--- src/rtl/boot_rom_overlay.sv ---
// Boot ROM overlay: maps a boot ROM over CPU addresses 0x0000..ROM_LAST
// until software writes a non-zero value to UNMAP_ADDR. All other reads
// and every write are forwarded to the external bus.
module boot_rom_overlay #(
    parameter logic [7:0]  ROM_LAST   = 8'hFF,
    parameter logic [15:0] UNMAP_ADDR = 16'hFF50
) (
    input  logic        clk,
    input  logic        reset_n,
    input  logic [15:0] cpu_addr,
    input  logic        cpu_rd,
    input  logic        cpu_wr,
    input  logic [7:0]  cpu_wdata,
    output logic        cpu_ready,
    output logic [7:0]  cpu_rdata,
    output logic        cpu_rvalid,
    output logic [7:0]  rom_ad,
    output logic        rom_ce,
    output logic        rom_oce,
    output logic        rom_reset,
    input  logic [7:0]  rom_dout,
    output logic [15:0] ext_addr,
    output logic        ext_rd,
    output logic        ext_wr,
    output logic [7:0]  ext_wdata,
    input  logic [7:0]  ext_rdata,
    input  logic        ext_rvalid,
    output logic        boot_active
);

    typedef enum logic [1:0] {
        IDLE     = 2'd0,
        ROM_WAIT = 2'd1,
        EXT_WAIT = 2'd2
    } state_t;

    state_t      r_state;
    logic        r_boot_active;
    logic [7:0]  r_rdata;
    logic        r_rvalid;
    logic        r_rom_sel;
    logic [7:0]  r_rom_ad;
    logic        r_rom_ce;
    logic [15:0] r_ext_addr;
    logic        r_ext_rd;
    logic        r_ext_wr;
    logic [7:0]  r_ext_wdata;

    state_t      w_state_nxt;
    logic        w_boot_nxt;
    logic [7:0]  w_rdata_nxt;
    logic        w_rvalid_nxt;
    logic        w_rom_sel_nxt;
    logic [7:0]  w_rom_ad_nxt;
    logic        w_rom_ce_nxt;
    logic [15:0] w_ext_addr_nxt;
    logic        w_ext_rd_nxt;
    logic        w_ext_wr_nxt;
    logic [7:0]  w_ext_wdata_nxt;
    logic        w_overlay;
    logic        w_unmap;

    // Overlay and unmap decodes use boot_active as registered at acceptance.
    assign w_overlay = r_boot_active && (cpu_addr <= {8'h00, ROM_LAST});
    assign w_unmap   = (cpu_addr == UNMAP_ADDR) && (cpu_wdata != 8'h00);

    // Next-state and next-output decode for the request FSM.
    always_comb begin
        w_state_nxt     = r_state;
        w_boot_nxt      = r_boot_active;
        w_rdata_nxt     = r_rom_sel ? rom_dout : r_rdata;
        w_rvalid_nxt    = 1'b0;
        w_rom_sel_nxt   = 1'b0;
        w_rom_ad_nxt    = r_rom_ad;
        w_rom_ce_nxt    = 1'b0;
        w_ext_addr_nxt  = r_ext_addr;
        w_ext_rd_nxt    = 1'b0;
        w_ext_wr_nxt    = 1'b0;
        w_ext_wdata_nxt = r_ext_wdata;
        case (r_state)
            IDLE: begin
                if (cpu_wr) begin
                    // A write wins over a simultaneous read; the read is dropped.
                    w_ext_wr_nxt    = 1'b1;
                    w_ext_addr_nxt  = cpu_addr;
                    w_ext_wdata_nxt = cpu_wdata;
                    if (w_unmap) begin
                        w_boot_nxt = 1'b0;
                    end
                end else if (cpu_rd) begin
                    if (w_overlay) begin
                        w_rom_ce_nxt = 1'b1;
                        w_rom_ad_nxt = cpu_addr[7:0];
                        w_state_nxt  = ROM_WAIT;
                    end else begin
                        w_ext_rd_nxt   = 1'b1;
                        w_ext_addr_nxt = cpu_addr;
                        w_state_nxt    = EXT_WAIT;
                    end
                end
            end
            ROM_WAIT: begin
                // ROM data appears in the same cycle as cpu_rvalid; the ROM's
                // own output register supplies it and it is latched afterwards.
                w_rvalid_nxt  = 1'b1;
                w_rom_sel_nxt = 1'b1;
                w_state_nxt   = IDLE;
            end
            EXT_WAIT: begin
                if (ext_rvalid) begin
                    w_rdata_nxt  = ext_rdata;
                    w_rvalid_nxt = 1'b1;
                    w_state_nxt  = IDLE;
                end
            end
            default: begin
                w_state_nxt = IDLE;
            end
        endcase
    end

    // State and output registers; reset abandons any transaction in flight.
    always_ff @(posedge clk or negedge reset_n) begin
        if (!reset_n) begin
            r_state       <= IDLE;
            r_boot_active <= 1'b1;
            r_rdata       <= '0;
            r_rvalid      <= 1'b0;
            r_rom_sel     <= 1'b0;
            r_rom_ad      <= '0;
            r_rom_ce      <= 1'b0;
            r_ext_addr    <= '0;
            r_ext_rd      <= 1'b0;
            r_ext_wr      <= 1'b0;
            r_ext_wdata   <= '0;
        end else begin
            r_state       <= w_state_nxt;
            r_boot_active <= w_boot_nxt;
            r_rdata       <= w_rdata_nxt;
            r_rvalid      <= w_rvalid_nxt;
            r_rom_sel     <= w_rom_sel_nxt;
            r_rom_ad      <= w_rom_ad_nxt;
            r_rom_ce      <= w_rom_ce_nxt;
            r_ext_addr    <= w_ext_addr_nxt;
            r_ext_rd      <= w_ext_rd_nxt;
            r_ext_wr      <= w_ext_wr_nxt;
            r_ext_wdata   <= w_ext_wdata_nxt;
        end
    end

    assign cpu_ready   = (r_state == IDLE);
    assign cpu_rdata   = r_rom_sel ? rom_dout : r_rdata;
    assign cpu_rvalid  = r_rvalid;
    assign rom_ad      = r_rom_ad;
    assign rom_ce      = r_rom_ce;
    assign rom_oce     = r_rom_ce;
    assign rom_reset   = ~reset_n;
    assign ext_addr    = r_ext_addr;
    assign ext_rd      = r_ext_rd;
    assign ext_wr      = r_ext_wr;
    assign ext_wdata   = r_ext_wdata;
    assign boot_active = r_boot_active;

endmodule

--- config.mk ---
export PLATFORM = sky130hd
export DESIGN_NAME = boot_rom_overlay
export DESIGN_NICKNAME = d
export VERILOG_FILES = /design/src/rtl/boot_rom_overlay.sv
export SDC_FILE = /design/constraint.sdc
export NUM_CORES = 1
export LEC_CHECK = 0
export BUFFER_PORTS_ARGS = -buffer_cell sky130_fd_sc_hd__buf_2
export CAP_MARGIN = 20
export CORE_UTILIZATION = 43
export CTS_CLUSTER_SIZE = 12
export DETAILED_ROUTE_END_ITERATION = 7
export PLACE_DENSITY = 0.68
export SYNTH_ARGS = -nofsm -noshare
export SYNTH_HDL_FRONTEND = slang
export SYNTH_SLANG_ARGS = --single-unit
--- constraint.sdc ---
create_clock -name clk -period 2.1 [get_ports clk]
set_input_delay 0.21 -clock clk [delete_from_list [all_inputs] [get_ports clk]]
set_output_delay 0.21 -clock clk [all_outputs]
set_load 0.01 [all_outputs]
==> flow_summary.json, run 1 <==
{
  "dp_slack_ns": 0.308,
  "crit_path_end_kind": "flip-flop",
  "rsz0062_at_grt": "no",
  "reg2reg_from": "boot_active",
  "fillers": 451,
  "synthToLayoutAreaGrowth_pct": 28.4,
  "post-route-period-util_pct": 86.8,
  "setup_ws_ns": 0.277,
  "die_h_um": 75.8,
  "status": "finished, final reports clean",
  "track_usage_pct": 21.7,
  "power.total_mw": 3.32,
  "synth.most_common_cell": "dfrtp_1",
  "max_cap_viol_count": 0,
  "syn_avg_cell_area_um2": 11.1,
  "grt-ovfl-total": 0,
  "ctsResizeCount": 0,
  "criticalPathCategory": "reg -> reg",
  "path_clk_slew_ns": 0.08,
  "crit_path_max_incr_delay_ns": 0.62,
  "tns_ns": 0,
  "cts.sinks": 48,
  "hold_buffers": 1,
  "vias_per_cell": 5.35,
  "drtAntennaViolNets": 0,
  "fmax_mhz": 548,
  "worstPathRequired_ns": 2.27,
  "h-tree-depth": 2,
  "grt_pass1_vias": 1972,
  "cts_tree": "yes",
  "p_leak_nw": 1.51,
  "synth-seq-cells": 48,
  "grt_first_pass_wirelength_mm": 9.16,
  "hold_viol_final": 0,
  "first_pass_iters": 4,
  "clk_latency_ns": 0.30,
  "vias": 2026,
  "drt_wl_total_mm": 5.78,
  "grt_max_degree": 32,
  "reg2reg_slack_ns": 0.28,
  "fp.dieW_um": 75.8,
  "synth_fp_nets": 259,
  "hold_end": "ext_wdata[2]",
  "cts_setup_buffers": 0,
  "min-delay-start": "cpu_wdata[2]",
  "ys_warn_count": 0,
  "cp_slowest_cell": "or4b_1",
  "setup_viol": 0,
  "drv_slew": 0,
  "start_util_pct": 45.3,
  "antenna_found_initial": 0,
  "cts-root-buf": "clkbuf_8",
  "clock_skew_ns": 0.00508,
  "synthTopCellsByArea": "dfrtp_1 50%, mux2_2 12%, nand2_1 5.4%",
  "ir_drop_v": 0.000629,
  "dp_hpwl_mm": 4.14,
  "cts_buffers": 5,
  "antenna_cells": 0,
  "regToRegEndpoint": "ext_addr[0]",
  "crit_chain": "or4b_1 -> o311ai_0 -> nand3_1",
  "period_minus_slack_ns": 1.82,
  "yosysSeqAreaShare_pct": 51.3,
  "coreArea_um2": 5170,
  "die_area_um2": 5750,
  "synth_top_area_share_pct": 50.2,
  "yosys.area.top_type": "dfrtp_1",
  "drt-wirelength-per-cell_um": 15.3,
  "holdCritPathClass": "in -> reg",
  "synth_cell_type_count": 37,
  "fp-row-count": 26,
  "drtIter0Drc": 63,
  "place.gp.congestion": 0.759,
  "ios": 93,
  "worstSetupStartpointType": "flip-flop",
  "async_flop_share_pct": 100,
  "relSlewSlack_pct": 39.1,
  "netlist_instances": 211,
  "arrival_ns": 1.99,
  "synth_edf_count": 0,
  "worstMarginPinSlew_ns": 0.913,
  "synth_ff_type": "dfrtp_1",
  "final_nets": 356,
  "reg2reg_depth": 3,
  "powerDensity_nw_per_um2": 1100,
  "path_max_fanout": 9,
  "fin_cells": 379,
  "drive_gt1_share_pct": 44.3,
  "yosys-top-cells-count": "47 x dfrtp_1, 34 x nand2_1, 24 x mux2_2, 10 x nand4_1",
  "dp.cells": 370,
  "synth_area_um2": 2340,
  "clk_path_buf_depth": 2,
  "min_delay_path_depth": 3,
  "portBuffers": 92,
  "drc": 0
}
critical path, delay by kind of cell (launching register included):
kind	cells	cell delay, ns
DFF	1	0.55
and+or+nand+nor	2	0.74
AOI/OAI and AO/OA	1	0.41
where the power goes:
group	switching, mW	internal [mW]
registers	0.179	1.23
logic	0.706	0.629
clock network	0.307	0.268
worst max-delay path by stage:
stage / from / to / slack [ns] / cells past startpoint
after floorplan: r_state[0] / ext_addr[6] / 0.39 / 7
after global placement: boot_active / ext_addr[2] / 0.37 / 3
after detailed placement: boot_active / ext_addr[0] / 0.31 / 3
after CTS: boot_active / ext_addr[0] / 0.28 / 3
after global routing: boot_active / ext_addr[0] / 0.15 / 3
final: boot_active / ext_addr[0] / 0.28 / 3
sequential cells by signal, indices dropped and copies added, names as in the netlist:
signal,flops
boot_active,1
ext_wdata,8
cpu_rvalid,1
ext_wr,1
rom_ad,8
ext_addr,16
r_rom_sel,1
rom_ce,1
r_rdata,8
r_state,2
ext_rd,1
metal layers:
layer	track usage (%)	part of all wire, %	vias up
li1	-	-	969
met1	27.4	46	970
met2	36.7	47	79
met3	5.03	6.0	8
met4	7.61	1.5	0
met5	0	0	-
stage by stage:
| step | utilization [%] | hold WS (ns) | area (µm²) |
|---|---|---|---|
| 2_1_floorplan | - | -0.0856 | 2340 |
| 3_3_place_gp | 56.1 | 0.181 | 2900 |
| 3_5_place_dp | 56.1 | 0.180 | 2900 |
| 4_1_cts | 58.2 | 0.0973 | 3010 |
| 5_1_grt | 58.2 | 0.100 | 3010 |
| 6_report | 58.2 | 0.107 | 3010 |
cells in the final DEF, fill, tap and decap left out, types with 8 or more instances in the layout:
| master | netlist | routed |
|---|---|---|
| nand4_1 | 10 | 10 |
| dfrtp_1 | 47 | 47 |
| buf_4 | 1 | 8 |
| a21boi_0 | 9 | 9 |
| buf_2 | 1 | 92 |
| mux2_2 | 24 | 24 |
| o21ai_0 | 9 | 9 |
| a22oi_1 | 8 | 8 |
| nand3_1 | 9 | 9 |
| nand2_1 | 34 | 34 |
| o311ai_0 | 8 | 8 |
| mux2i_1 | 8 | 8 |
layout make-up:
class | instances | area [µm²] | area share [%]
Timing Repair Buffer | 101 | 531 | 17.6
Tap cell | 70 | 87.6 | 2.91
Sequential cell | 48 | 1200 | 40.0
Multi-Input combinational cell | 146 | 1070 | 35.6
Clock buffer | 7 | 86.3 | 2.87
Inverter | 6 | 22.5 | 0.749
Clock inverter | 1 | 7.51 | 0.250
cells by family (layout without fill, tap and decap cells):
group	Yosys count	after routing	share of synthesized area [%]
simple gates	71	71	16.7
mux	32	32	15.0
flops	48	48	51.3
buf+inv	17	115	2.94
fa+ha+maj	3	3	1.60
compound gates	40	40	12.4
No activity file was read; power rests on OpenSTA's default activity.
==> run 2, diff against run 1 <==
ABC_AREA = 1   (was unset)
CORE_UTILIZATION = 48   (was 43)
PLACE_DENSITY = 0.75   (was 0.68)
==> run 2 against run 1 <==
Effect of this change:
- fmax increased by 13%
- cell area decreased by 4.9%
- sequential power about the same
- die area decreased by 11%
- clock power decreased by 3%
- synthesized area decreased by 1.2%
- clock skew decreased by 0.0024 ns
- largest power group unchanged
- highest routed layer unchanged
==> flow_summary.json, run 2 <==
{
  "drive_gt1_share_pct": 41.1,
  "antenna_found_initial": 0,
  "yosys.area.top_type": "dfrtp_1",
  "yosys-top-cells-count": "63 x nand2_1, 47 x dfrtp_1, 26 x inv_1, 20 x nand4_1",
  "clk_latency_ns": 0.30,
  "hold_viol_final": 0,
  "setup_viol": 0,
  "synth_area_um2": 2310,
  "cp_top_family": "buffers and inverters",
  "multiInputGateArea_um2": 897,
  "post-route-period-util_pct": 77.1,
  "drtIter0Drc": 108,
  "period_minus_slack_ns": 1.62,
  "grt_max_degree": 49,
  "status": "finished, final reports clean",
  "drv_slew": 0,
  "dp_hpwl_mm": 3.74,
  "crit_path_end_kind": "output pin",
  "worstMarginPinSlew_ns": 0.597,
  "hold_buffers": 0,
  "cts.sinks": 48,
  "fp-row-count": 24,
  "synth_cell_type_count": 30,
  "die_h_um": 71.4,
  "largest_reg_flops": 16,
  "crit_chain": "inv_1 -> ha_1 -> buf_4 -> buf_2",
  "layout_common_cells": "92 x buf_2, 63 x nand2_1, 47 x dfrtp_1",
  "grt_first_pass_wirelength_mm": 8.11,
  "portBuffers": 92,
  "fp.dieW_um": 71.4,
  "synth.most_common_cell": "nand2_1",
  "async_flop_share_pct": 100,
  "synth_fp_nets": 291,
  "grt_pass1_vias": 1805,
  "power.total_mw": 3.32,
  "dp_slack_ns": 0.489,
  "cts_tree": "yes",
  "synth_edf_count": 0,
  "die_area_um2": 5100,
  "drc": 0,
  "arrival_ns": 1.41,
  "synth_top_area_share_pct": 50.8,
  "setup_ws_ns": 0.480,
  "holdCritPathClass": "in -> async",
  "path_max_fanout": 14,
  "powerDensity_nw_per_um2": 1160,
  "seqCellArea_um2": 1200,
  "reg2reg_slack_ns": 0.48,
  "ios": 93,
  "path_clk_slew_ns": 0.08,
  "fin_cells": 388,
  "drt-wirelength-per-cell_um": 12.8,
  "cts_buffers": 5,
  "synth-seq-cells": 48,
  "syn_avg_cell_area_um2": 9.53,
  "vias_per_cell": 5.00,
  "synthToLayoutAreaGrowth_pct": 23.6,
  "cts_setup_buffers": 0,
  "synthTopCellsByArea": "dfrtp_1 51%, nand2_1 10%, nand4_1 5.4%",
  "reg2reg_depth": 7,
  "worstSetupStartpointType": "flip-flop",
  "relSlewSlack_pct": 60.2,
  "cp_slowest_cell": "dfrtp_1",
  "cts-root-buf": "clkbuf_8",
  "drt_wl_total_mm": 4.96,
  "yosysSeqAreaShare_pct": 51.9,
  "p_leak_nw": 1.59,
  "final_common_cell": "buf_2",
  "crit_buf_inv": 3,
  "crit_path_max_incr_delay_ns": 0.40,
  "reg2reg_from": "r_state[0]",
  "final_nets": 383,
  "ctsResizeCount": 0,
  "worstPathRequired_ns": 1.89,
  "coreArea_um2": 4500,
  "vias": 1941,
  "clock_skew_ns": 0.00268,
  "fillers": 388,
  "clk_path_buf_depth": 2,
  "crit_start": "r_state[0]",
  "dp.cells": 380,
  "fmax_mhz": 617,
  "rsz0062_at_grt": "no",
  "antenna_cells": 0,
  "fin_util_pct": 63.5,
  "ys_warn_count": 0,
  "criticalPathCategory": "reg -> out",
  "netlist_instances": 243,
  "grt-ovfl-total": 0,
  "place.gp.congestion": 0.827,
  "tns_ns": 0,
  "track_usage_pct": 20.9,
  "path_depth": 4,
  "start_util_pct": 51.4,
  "max_cap_viol_count": 0,
  "h-tree-depth": 2,
  "drtAntennaViolNets": 0,
  "synth_ff_type": "dfrtp_1",
  "first_pass_iters": 4,
  "ir_drop_v": 0.000586
}
## run 2: changes by cell type after synthesis, sizes merged, moves of 6 or more
cell    change
nand4      +10
inv        +24
nand2      +31
o311ai      -8
mux2       -16
nand3       +9
o21ai      +12
a22oi       -8
buf         +6
nor2       +11
mux2i       -8
a21boi      -8
## run 2: worst paths after layout
path,to
hold reg to reg,rom_ad[6]
setup reg to reg,rom_ad[6]
setup / recovery,cpu_ready
hold / removal,ext_addr[3]
max in group asynchronous,ext_wdata[3]
min in group clk,r_rdata[0]
## run 2: kinds of logic after synthesis
| logic type | after synthesis | share of synthesized area [%] |
|---|---|---|
| and+or+nand+nor | 120 | 27.7 |
| DFF | 48 | 51.9 |
| muxes | 8 | 3.89 |
| AOI/OAI and AO/OA | 23 | 5.57 |
| buffers and inverters | 41 | 9.30 |
| adders and majority gates | 3 | 1.62 |
## run 2: routing by layer
layer / up-vias / wire (µm) / track usage (%)
met5: - / 0 / 0
met4: 0 / 97 / 8.89
met3: 7 / 249 / 5.49
met2: 64 / 2270 / 31.9
met1: 898 / 2350 / 28.6
li1: 972 / - / -
## run 2: power breakdown
group,internal [mW],switching (mW)
sequential,1.26,0.164
combinational,0.577,0.761
clock,0.269,0.290
## run 2: layout make-up
type                            instances  share of cell area [%]
Clock buffer                            8                    3.15
Inverter                               29                    3.80
Multi-Input combinational cell        154                    31.4
Sequential cell                        48                    42.0
Tap cell                               52                    2.27
Timing Repair Buffer                   97                    17.4
## run 2: stage by stage
step                area [µm²]  hold WS, ns
floorplan                 2310      -0.0856
global placement          2770        0.363
detailed placement        2770        0.358
CTS                       2860       0.0339
global route              2860       0.0576
finish                    2860      0.00974
==> run 3, diff against run 2 <==
ABC_AREA = 0   (was 1)
clock period = 1.65 ns   (was 2.1 ns; I/O delays follow)
==> run 3 against run 2 <==
Effect of this change:
- utilization up 2.8 points
- final cell count decreased by 0.52%
- clock skew grew 0.0030 ns
- global-route usage rose by 2.5 points
- power up 30%
- sequential cell count is the same
- largest cell class unchanged
==> flow_summary.json, run 3 (synthesis gave the netlist of run 1 again) <==
{
  "fin_cells": 386,
  "grt_pass1_vias": 1963,
  "die_area_um2": 5160,
  "grt_max_degree": 49,
  "antenna_cells": 0,
  "drt-wirelength-per-cell_um": 14.6,
  "cts_buffers": 5,
  "period_minus_slack_ns": 1.60,
  "crit_path_max_incr_delay_ns": 0.54,
  "fp-row-count": 25,
  "vias": 2086,
  "coreArea_um2": 4720,
  "portBuffers": 92,
  "place_area_um2": 2970,
  "start_util_pct": 49.6,
  "netSwitchingPower_mw": 1.54,
  "layout_common_cells": "92 x buf_2, 47 x dfrtp_1, 33 x nand2_1",
  "largest_reg_flops": 16,
  "setup_viol": 0,
  "fmax_mhz": 627,
  "criticalPathCategory": "reg -> reg",
  "dp.cells": 373,
  "worstSetupStartpointType": "flip-flop",
  "holdCritPathClass": "in -> reg",
  "drive_gt1_share_pct": 47.3,
  "cts.sinks": 48,
  "cts-root-buf": "clkbuf_8",
  "rsz0062_at_grt": "yes",
  "drtIter0Drc": 109,
  "p_seq_share_pct": 41.8,
  "hold_ws_ns": 0.0588,
  "fin_area_um2": 3130,
  "final_nets": 366,
  "place.gp.congestion": 0.796,
  "relSlewSlack_pct": 66.7,
  "drc": 0,
  "grt_first_pass_wirelength_mm": 9.28,
  "path_max_fanout": 9,
  "hold_viol_final": 0,
  "antenna_found_initial": 0,
  "track_usage_pct": 23.4,
  "p_leak_nw": 1.58,
  "cp_slowest_cell": "or4b_4",
  "worstPathRequired_ns": 1.83,
  "crit_path_end_kind": "flip-flop",
  "cts_tree": "yes",
  "dp_hpwl_mm": 4.03,
  "first_pass_iters": 4,
  "crit_buf_inv": 0,
  "clk_path_buf_depth": 2,
  "grt-ovfl-total": 0,
  "path_clk_slew_ns": 0.08,
  "ios": 93,
  "worstMarginPinSlew_ns": 0.497,
  "p_sw_share_pct": 35.9,
  "die_h_um": 71.9,
  "post-route-period-util_pct": 96.7,
  "vias_per_cell": 5.40,
  "drv_slew": 0,
  "pwr-share-comb_pct": 41.3,
  "final_common_cell": "buf_2",
  "crit_chain": "or4b_4 -> o311ai_1 -> nand3_1",
  "h-tree-depth": 2,
  "clockPowerShare_pct": 16.9,
  "max_cap_viol_count": 0,
  "drtAntennaViolNets": 0,
  "synthToLayoutAreaGrowth_pct": 33.8,
  "arrival_ns": 1.77,
  "status": "finished, final reports clean",
  "ir_drop_v": 0.000836,
  "internal-power_mw": 2.76,
  "drt_wl_total_mm": 5.62,
  "powerDensity_nw_per_um2": 1370,
  "clk_latency_ns": 0.31,
  "dp_slack_ns": -0.100,
  "cp_top_family": "simple AND/OR/NAND/NOR gates",
  "fp.dieW_um": 71.9,
  "setup_ws_ns": 0.0542,
  "clock_skew_ns": 0.00564
}
==> run 3: worst register-to-register path, delay by kind of cell (launching register included) <==
family           cells  cell delay (ns)
AND/OR/NAND/NOR      2             0.64
AO/OA/AOI/OAI        1             0.30
flip-flops           1             0.53
==> run 3: repair_timing <==
action	4_1_cts	5_1_grt
setup buffers	0	3
hold endpoints to repair	47	0
endpoints found under the setup margin	8	15
pin swaps	0	1
cloned	0	1
resized for setup	4	8
hold buffers	1	0
==> run 3: power groups by stage <==
stage / registers, mW / logic [mW] / clock network [mW]
CTS: 1.80 / 1.77 / 0.736
floorplan: 1.92 / 0.889 / 0
detailed placement: 1.81 / 1.77 / 0
finish: 1.80 / 1.77 / 0.727
global placement: 1.81 / 1.72 / 0
global route: 1.84 / 1.98 / 0.797
==> run 3: worst paths after layout <==
kind | startpoint | endpoint | slack [ns] | cells after the start
worst max-delay path | boot_active | ext_addr[1] | 0.05 | 3
worst min-delay path | cpu_wdata[6] | ext_wdata[6] | 0.06 | 3
worst max register to register | boot_active | ext_addr[1] | 0.05 | 3
worst min register to register | ext_wdata[4] | ext_wdata[4] | 0.47 | 2
max in group asynchronous | reset_n | boot_active | 0.95 | 3
min in group asynchronous | reset_n | ext_addr[4] | 0.42 | 3
==> run 3: layout make-up <==
type,instances,area [µm²]
fill,381,1590
sequential,48,1200
multi-input combinational,147,1110
timing repair buffer,110,623
clock buffer,7,86.3
tap,67,83.8
inverter,6,22.5
clock inverter,1,7.51
==> run 3: stage by stage <==
step	setup TNS, ns	util (%)	power [mW]
after global placement	-0.486	62.9	3.52
after floorplan	0	-	2.81
after global routing	-0.0818	66.3	4.62
after CTS	-0.00377	65.2	4.30
after detailed placement	-0.715	62.9	3.57
final	0	66.3	4.30
==> run 3: per-layer routing <==
layer	GRT usage [%]	wire length (µm)
met1	30.1	2460
met2	38.3	2750
met3	6.05	305
met4	8.93	103
met5	0	0
